File: src/rtl/axis_chan_join_n.sv
// N-lane AXI4-Stream joiner: per-lane FIFOs absorb channel skew, and all lanes pop in
// lockstep into one packed output beat, with tlast/tuser agreement checking across lanes.
module axis_chan_join_n #(
  parameter int C                = 3,
  parameter int LW               = 16,
  parameter int UW               = 3,
  parameter int DEPTH            = 4,
  parameter int DROP_ON_MISMATCH = 0
) (
  input  logic            clk,
  input  logic            rst_n,
  input  logic            flush,
  input  logic [C*LW-1:0] s_axis_tdata,
  input  logic [C-1:0]    s_axis_tvalid,
  output logic [C-1:0]    s_axis_tready,
  input  logic [C-1:0]    s_axis_tlast,
  input  logic [C*UW-1:0] s_axis_tuser,
  output logic [C*LW-1:0] m_axis_tdata,
  output logic            m_axis_tvalid,
  input  logic            m_axis_tready,
  output logic            m_axis_tlast,
  output logic [UW-1:0]   m_axis_tuser,
  output logic            err_pulse,
  output logic            err_sticky,
  output logic [15:0]     err_count,
  output logic [C-1:0]    lane_full
);

  localparam int AW = $clog2(DEPTH);
  localparam int EW = UW + 1 + LW;

  logic            rst_done;
  logic [C-1:0]    full;
  logic [C-1:0]    nonempty;
  logic [C-1:0]    push;
  logic [C-1:0]    head_last;
  logic [LW-1:0]   head_data [C];
  logic [UW-1:0]   head_user [C];
  logic            join_fire;
  logic            mismatch;
  logic            drop;
  logic [C*LW-1:0] join_data;

  // Holds every lane's ready low until the first clock after reset releases.
  always_ff @(posedge clk or negedge rst_n) begin
    if (!rst_n) rst_done <= 1'b0;
    else        rst_done <= 1'b1;
  end

  assign join_fire = (&nonempty) && (!m_axis_tvalid || m_axis_tready) && !flush;
  assign lane_full = full;

  for (genvar g = 0; g < C; g++) begin : g_lane
    logic [AW:0]   cnt;
    logic [AW-1:0] wr_ptr;
    logic [AW-1:0] rd_ptr;
    logic [EW-1:0] mem [DEPTH];

    assign full[g]          = (cnt == (AW+1)'(DEPTH));
    assign nonempty[g]      = (cnt != '0);
    assign s_axis_tready[g] = rst_done && !full[g] && !flush;
    assign push[g]          = s_axis_tvalid[g] && s_axis_tready[g];

    // NOTE: sequential state uses non-blocking (<=) so every flop samples pre-edge values.
    always_ff @(posedge clk or negedge rst_n) begin
      if (!rst_n) begin
        cnt    <= '0;
        wr_ptr <= '0;
        rd_ptr <= '0;
      end else if (flush) begin
        cnt    <= '0;
        wr_ptr <= '0;
        rd_ptr <= '0;
      end else begin
        if (push[g])   wr_ptr <= wr_ptr + 1'b1;
        if (join_fire) rd_ptr <= rd_ptr + 1'b1;
        cnt <= cnt + (AW+1)'(push[g]) - (AW+1)'(join_fire);
      end
    end

    // NOTE: storage has no reset; the count and pointers alone define which entries are live.
    always_ff @(posedge clk) begin
      if (push[g])
        mem[wr_ptr] <= {s_axis_tuser[g*UW +: UW], s_axis_tlast[g], s_axis_tdata[g*LW +: LW]};
    end

    assign {head_user[g], head_last[g], head_data[g]} = mem[rd_ptr];
  end

  // NOTE: every always_comb output gets a default first so no latch can be inferred.
  always_comb begin
    mismatch  = 1'b0;
    join_data = '0;
    for (int i = 0; i < C; i++) begin
      join_data[i*LW +: LW] = head_data[i];
      if (head_last[i] != head_last[0] || head_user[i] != head_user[0]) mismatch = 1'b1;
    end
  end

  assign drop = (DROP_ON_MISMATCH != 0) && mismatch;

  always_ff @(posedge clk or negedge rst_n) begin
    if (!rst_n) begin
      m_axis_tvalid <= 1'b0;
      m_axis_tdata  <= '0;
      m_axis_tlast  <= 1'b0;
      m_axis_tuser  <= '0;
      err_pulse     <= 1'b0;
      err_sticky    <= 1'b0;
      err_count     <= '0;
    end else if (flush) begin
      m_axis_tvalid <= 1'b0;
      m_axis_tdata  <= '0;
      m_axis_tlast  <= 1'b0;
      m_axis_tuser  <= '0;
      err_pulse     <= 1'b0;
      err_sticky    <= 1'b0;
      err_count     <= '0;
    end else begin
      // A dropped join still frees the output slot if the held beat was taken this cycle.
      if (join_fire && !drop) begin
        m_axis_tvalid <= 1'b1;
        m_axis_tdata  <= join_data;
        m_axis_tlast  <= head_last[0];
        m_axis_tuser  <= head_user[0];
      end else if (m_axis_tready) begin
        m_axis_tvalid <= 1'b0;
      end
      err_pulse <= join_fire && mismatch;
      if (join_fire && mismatch) begin
        err_sticky <= 1'b1;
        if (err_count != 16'hFFFF) err_count <= err_count + 16'd1;
      end
    end
  end

endmodule

File: config.mk
export PLATFORM = sky130hd
export DESIGN_NAME = axis_chan_join_n
export DESIGN_NICKNAME = d
export VERILOG_FILES = /design/src/rtl/axis_chan_join_n.sv
export SDC_FILE = /design/constraint.sdc
export NUM_CORES = 1
export LEC_CHECK = 0
export ABC_AREA = 1
export CORE_AREA = 2 2 161 163
export CTS_CLUSTER_SIZE = 24
export DETAILED_ROUTE_END_ITERATION = 8
export DIE_AREA = 0 0 163 165
export PLACE_DENSITY = 0.78
export SYNTH_ARGS = -nofsm -noshare
export SYNTH_HDL_FRONTEND = slang
export SYNTH_SLANG_ARGS = --single-unit
export TNS_END_PERCENT = 10
File: constraint.sdc
create_clock -name clk -period 4.9 [get_ports clk]
set_input_delay 1.47 -clock clk [delete_from_list [all_inputs] [get_ports clk]]
set_output_delay 1.47 -clock clk [all_outputs]
set_load 0.005 [all_outputs]
---- Word-level counts from Yosys, hierarchy flattened ----
Memory sizes are Yosys's and may differ from the RTL's.
Cells that the tools add are included.
cells by class
  $add $sub $neg .......................... 13
  equal/unequal tests ..................... 8
  muxes and demuxes ....................... 38
  reduce and logical (&&, ||, !) cells .... 32
operators with widths
  kind                                                              count
  48-bit 2-to-1 mux                                                 2
  16-bit 2-to-1 mux                                                 3
  2-bit 2-to-1 mux                                                  12
  16-bit by 1-bit adder with 16-bit output (second input constant)  1
  1-bit 2-to-1 mux                                                  16
  16-bit != test (second input constant)                            1
  3-bit 2-to-1 mux                                                  5
  2-bit by 1-bit adder with 2-bit output (second input constant)    6
  1-bit logical AND                                                 12
  2-bit nonzero test                                                6
  3-bit nonzero test                                                4
  3-bit by 1-bit adder with 3-bit output                            3
  3-bit equality test (second input constant)                       3
  3-bit by 1-bit subtractor with 3-bit output                       3
  3-bit != test                                                     2
  1-bit zero test                                                   5
  1-bit logical OR                                                  3
  3-bit AND reduction                                               1
  1-bit != test                                                     2
  2-bit AND reduction                                               1
storage, ports and cells
  register bits after elaboration ......... 93
  RAM bits ................................ 240
  bits of input ports ..................... 67
  word-level logic and storage cells ...... 111
  memories ................................ 3
memory list
  name           depth  bits a word  read ports  clocked after Yosys merged registers in  wr ports  line  RTL
  g_lane[0].mem  4      20           1           0                                        1         57    logic [EW-1:0] mem [DEPTH];
  g_lane[1].mem  4      20           1           0                                        1         57
  g_lane[2].mem  4      20           1           0                                        1         57

---- Depth between registers and ports, before layout ----
Gate-level depths: netlist of run 1.
  word-level depth ........................ 8
  depth in mapped cells ................... 17
  gate-level depth less buffers ........... 15

---- Worst setup path before layout of run 1 ----
Ideal clock, no wire load.
  path type ............................... input-to-reg
  start ................................... input m_axis_tready
  end ..................................... register g_lane[0].cnt[2]
  arrival ................................. 3.339 ns
  setup slack ............................. 1.437 ns
  cell stages on the path ................. 12
  buffers on the path ..................... 1
  path through ............................ nor2_1 > nor2_2 > inv_2 > nor2_2 > clkbuf_1 > ha_1 > inv_1 > ha_1 > inv_1 > fa_1 > o21ai_0 > a21oi_1
between the ends
  longest elaborated chain between the ends .. 5
RTL lines
  item                                         line  RTL
  start: declaration                           20    input logic m_axis_tready,
  1-bit logical OR                             50    assign join_fire = (&nonempty) && (!m_axis_tvalid || m_axis_tready) && !flush;
  1-bit logical AND (2 in a row)               50
  3-bit by 1-bit subtractor with 3-bit output  77    cnt <= cnt + (AW+1)'(push[g]) - (AW+1)'(join_fire);
  3-bit 2-to-1 mux                             70    end else if (flush) begin
  end signal: assignment                       77
  end: declaration                             54    logic [AW:0] cnt;
Every way passes these cells.
A chain may end at the register's enable or synchronous reset.

---- Final worst setup path of run 1 ----
  start ................................... input flush
  end ..................................... output s_axis_tready[2]
between the ends
  longest elaborated chain between the ends .. 2
RTL lines
  item                line  RTL
  start: declaration  12    input logic flush,
  1-bit zero test     61    assign s_axis_tready[g] = rst_done && !full[g] && !flush;
  1-bit logical AND   61
  end: declaration    15    output logic [C-1:0] s_axis_tready,
Every way passes these cells.

==> impl_metrics.ini, run 1 <==
[status]
status = finished, final reports clean

[job]
max_cap_violations = 0

[timing]
setup_viol = 0
fmax_mhz = 230
slew_headroom = 0.334
hold_viol_final = 0
report.final.slew_viol_count = 0
finalCritPeriodShare = 0.889
fin_crit_ns = 4.36
worst_pin_slew_ns = 0.999
final.setup_skew_ns = 0.0150
rsz0062_at_grt = false
setup_tns_ns = 0

[logic_synthesis]
syn_inst = 1203
synth_top_family_by_area = simple AND/OR/NAND/NOR gates
yosysUniqueCellTypes = 34
synth_xor_xnor_area_share = 0.00514
syn-num-nets = 1292
synth_compound_area_frac = 0.0716
syn_avg_cell_area_sq_um = 11.3
synth-simple-area-share = 0.162
synth_area_sq_um = 13600
yosysSeqAreaShare = 0.699
synth.area.mux_share = 0
synthAdderAreaFrac = 0.0218
synth_seq_cells = 333
synth_warnings = 0

[die]
die_w_um = 163
rows = 58
core_sq_um = 25000
dieArea_sq_um = 26900
die_h_um = 165
start_util = 0.545
ios = 144

[layout]
mostFrequentLayoutCells = nand2_1, edfxtp_1, clkdlybuf4s50_1, nor2_1, o21ai_0
final_common_cell = nand2_1
layout-drive-gt1-share = 0.0760
finish.utilization = 0.656
final_nets = 1432
syn_to_final_growth_pct = 20.4

[clock_network]
cts-hold-fix-buffers = 0
clock_latency_ns = 0.51
clock-sinks = 333
cts_tree = built
cts-root-buf = clkbuf_16
clockBufferDepth = 3
path_clk_slew_ns = 0.06
post_cts_buffers = 0
postCtsResizedCells = 0
htreeDepth = 2
cts_made_buffers = 34

[place]
port_buffers = 143
gp_congestion = 0.792
dp_hpwl_um = 17900

[setup_path]
r2r-end = err_count[14]
timing.rr.start = g_lane[1].rd_ptr[1]
worstPathArrival_ns = 2.89
critPathKind = in -> out
crit_required_ns = 3.43
r2r_setup_slack_ns = 1.93
worst-path-max-fanout = 3
rr_worst_depth = 11
endpoint_kind = output port
startpoint_type = input port

[grt]
grt_max_degree = 84
grt_pass1_wl_um = 46900
grt.total_usage = 0.224
grt-ovfl-total = 0
antenna_found_initial = 2
grt_pass1_vias = 9124

[power_and_ir_drop]
p_leak_uw = 0.00652
power.density_nw_per_um2 = 348
vdd_drop_max_mv = 0.193

[routing]
ant_nets = 0
dr.pass1.iters = 6
m1WireLength_um = 12400
vias = 9221
drt_iter0_drc = 719
wl_met3_um = 1880
remaining_drc_errors = 0
wl_met2_um = 14500
viasPerCell = 5.43
routed.top_layer = met5
wl_per_cell_um = 17.4
routed_wl_um = 29500

[min_path]
hold_start = m_axis_tdata[21]
hp-class = reg -> reg
worstHoldEndpoint = m_axis_tdata[21]
min_path_cells = 2
-- through the flow --
| step | hold WS, ns | setup slack [ns] | power [uW] | cell area, sq um | instances |
|---|---|---|---|---|---|
| finish | 0.509 | 0.543 | 5710 | 16400 | 1699 |
| global route | 0.527 | 0.463 | 5880 | 16400 | 1698 |
| CTS | 0.511 | 0.514 | 5750 | 16400 | 1698 |
| detailed placement | 0.474 | 0.519 | 3360 | 15400 | 1637 |
| global placement | 0.481 | 0.559 | 3350 | 15400 | 1637 |
| floorplan | 0.478 | 1.44 | 3230 | 13600 | 1203 |
-- per-layer routing --
metal  global-route usage  vias up
met5                    0        -
met4               0.0776        2
met3               0.0447       48
met2                0.375      292
met1                0.296     4476
li1                     -     4403
-- kinds of logic after synthesis --
group / Yosys count
and+or+nand+nor: 533
DFF: 333
adders and majority gates: 22
AOI/OAI and AO/OA: 181
other: 1
xor gates and xnor gates: 8
buffers and inverters: 125
-- critical path: stages --
cell             delay, ns
clkdlybuf4s50_1       0.45
inv_2                 0.07
nand2_1               0.13
nor2_1                0.18
clkdlybuf4s50_1       0.58
-- registers in the layout, indices dropped and copies added, names as in the netlist --
register,flops
err_count,16
err_pulse,1
err_sticky,1
g_lane.cnt,9
g_lane.mem,240
g_lane.rd_ptr,6
g_lane.wr_ptr,6
m_axis_tdata,48
m_axis_tlast,1
m_axis_tuser,3
m_axis_tvalid,1
rst_done,1
-- synthesized netlist by cell type, drive strengths merged --
library cell | instances | area, sq um
inv | 63 | 239
xor2 | 6 | 52.6
a21oi | 11 | 55.1
o21ai | 118 | 591
or2 | 1 | 6.26
nor3 | 7 | 35.0
fa | 3 | 60.1
nor2 | 153 | 592
dfrtp | 93 | 2330
nor3b | 1 | 7.51
o31ai | 1 | 7.51
nand2 | 264 | 1000
o22ai | 48 | 300
xnor2 | 2 | 17.5
nand3 | 107 | 563
clkbuf | 38 | 144
edfxtp | 240 | 7210
buf | 24 | 163
conb | 1 | 3.75
o21bai | 1 | 7.51
ha | 19 | 238
a21o | 2 | 15.0
-- worst max-delay path by stage --
stage / depth (start not counted) / slack, ns / from / endpoint
6_report: 5 / 0.54 / flush / s_axis_tready[2]
5_1_grt: 5 / 0.46 / flush / s_axis_tready[2]
4_1_cts: 5 / 0.51 / flush / s_axis_tready[2]
3_5_place_dp: 5 / 0.52 / flush / s_axis_tready[2]
3_3_place_gp: 5 / 0.56 / flush / s_axis_tready[2]
2_1_floorplan: 12 / 1.44 / m_axis_tready / g_lane[0].cnt[2]
-- where the power goes --
group | switching, uW | internal (uW)
combinational | 135 | 90.5
sequential | 14.4 | 3070
clock | 1010 | 1400
total | 1150 | 4560
-- layout make-up --
class	instances	area, sq um
fillers	1853	8610
clock inverters	14	101
clock buffers	47	941
diodes	1	2.50
multi-input cells	745	3590
repair buffers	166	1600
inverters	63	239
well taps	330	413
flip-flops and latches	333	9530
(Power assumes the default switching activity.)
==> run 2: changes to the inputs <==
==> constraint.sdc (replaced) <==
create_clock -name clk -period 4.9 [get_ports clk]
set_input_delay 1.47 -clock clk [delete_from_list [all_inputs] [get_ports clk]]
set_output_delay 1.47 -clock clk [all_outputs]
set_load 0.01 [all_outputs]
==> run 2 against run 1 <==
Critical path depth is the same. Via count grew 0.67%. Final cell count is essentially flat. First-iteration DRC count grew 4.9%.
==> impl_metrics.ini, run 2 (synthesis gave the netlist of run 1 again) <==
[status]
status = finished, final reports clean

[layout]
largest_reg_flops = 240
final_nets = 1433
syn_to_final_growth_pct = 21.3
finish.utilization = 0.661
top_regs = g_lane.mem x240, m_axis_tdata x48, err_count x16
regMostFlops = g_lane.mem
final_common_cell = nand2_1
design_area_sq_um = 16500
layout-drive-gt1-share = 0.0788
finalNonFillerCells = 1700
mostFrequentLayoutCells = nand2_1, edfxtp_1, clkdlybuf4s50_1, nor2_1, o21ai_0
n_antenna_cell = 0

[routing]
drt_iter0_drc = 754
vias = 9283
routed_wl_um = 29500
wl_per_cell_um = 17.4
dr.pass1.iters = 5
remaining_drc_errors = 0
viasPerCell = 5.46
ant_nets = 0

[die]
die_w_um = 163
core_sq_um = 25000
die_h_um = 165
ios = 144
rows = 58
start_util = 0.545
dieArea_sq_um = 26900

[timing]
setup_ws_ns = 0.503
rsz0062_at_grt = false
hold_viol_final = 0
fmax_mhz = 227
finalCritPeriodShare = 0.897
setup_viol = 0
worst_pin_slew_ns = 1.15
slew_headroom = 0.232
setup_tns_ns = 0
report.final.slew_viol_count = 0
final.setup_skew_ns = 0.0135
fin_crit_ns = 4.40

[setup_path]
worstPathArrival_ns = 2.93
startpoint_type = input port
endpoint_kind = output port
crit_required_ns = 3.43
worst-path-max-fanout = 3
critPathKind = in -> out

[clock_network]
post_cts_buffers = 0
htreeDepth = 2
cts_made_buffers = 35
clock_latency_ns = 0.50
postCtsResizedCells = 0
cts_tree = built
path_clk_slew_ns = 0.06
cts-root-buf = clkbuf_16
clock-sinks = 333
clockBufferDepth = 3
cts-hold-fix-buffers = 0

[place]
dp_hpwl_um = 17900
port_buffers = 143
dp_slack_ns = 0.498
dp.cells = 1637
post_dp_cell_area_sq_um = 15400
gp_congestion = 0.786

[grt]
grt_pass1_vias = 9200
grt_max_degree = 84
grt-ovfl-total = 0
antenna_found_initial = 1
grt.total_usage = 0.225
grt_pass1_wl_um = 46900

[power_and_ir_drop]
p_leak_uw = 0.00660
vdd_drop_max_mv = 0.260
power.density_nw_per_um2 = 361

[min_path]
hp-class = reg -> reg

[job]
max_cap_violations = 0
run 2: changes by cell type in the layout (fill, tap and decap cells not counted):
cell        previous run  this run
bufinv_16              1         5
clkbuf_16             35        37
clkbuf_8               2         0
clkinv_2               2         6
clkinv_1               6         5
diode_2                1         0
clkbuf_1              10         9
clkinvlp_4             4         0
run 2: stage by stage:
step	hold slack (ns)	power [uW]
after global placement	0.483	3360
after detailed placement	0.476	3370
after floorplan	0.521	3230
final	0.499	5970
after global routing	0.530	6140
after CTS	0.501	6010
run 2: worst max-delay path, stage by stage:
cell             delay (ns)
clkdlybuf4s50_1        0.44
inv_2                  0.07
nand2_1                0.14
nor2_1                 0.19
clkdlybuf4s50_1        0.61
run 2: report_power, final:
| group | internal [uW] | switching [uW] | total, uW | leakage [uW] |
|---|---|---|---|---|
| clock | 1640 | 1020 | 2660 | 0.000573 |
| sequential | 3070 | 15.0 | 3080 | 0.00346 |
| combinational | 90.2 | 136 | 226 | 0.00256 |
| total | 4800 | 1170 | 5970 | 0.00660 |
run 2: final timing paths:
kind                       slack (ns)  cells past startpoint                start                   to
setup / recovery                 0.50                      5                flush     s_axis_tready[2]
hold / removal                   0.50                      1           err_sticky           err_sticky
setup reg to reg                 1.82                     13  g_lane[0].rd_ptr[0]         err_count[5]
hold reg to reg                  0.50                      1           err_sticky           err_sticky
max in group asynchronous        3.11                      2                rst_n  g_lane[2].rd_ptr[1]
min in group asynchronous        0.86                      1                rst_n     m_axis_tdata[19]
run 2: layer usage:
metal | vias to the layer above | global-route usage | routed length, um
met5 | - | 0 | 16
met4 | 2 | 0.0885 | 850
met3 | 70 | 0.0419 | 2200
met2 | 370 | 0.373 | 14400
met1 | 4430 | 0.299 | 12000
li1 | 4411 | - | -
run 2: final cells by class:
cell class | instances | area (sq um)
Clock buffer | 46 | 960
Clock inverter | 17 | 208
Fill cell | 1806 | 8490
Inverter | 63 | 239
Multi-Input combinational cell | 745 | 3590
Sequential cell | 333 | 9530
Tap cell | 330 | 413
Timing Repair Buffer | 166 | 1600
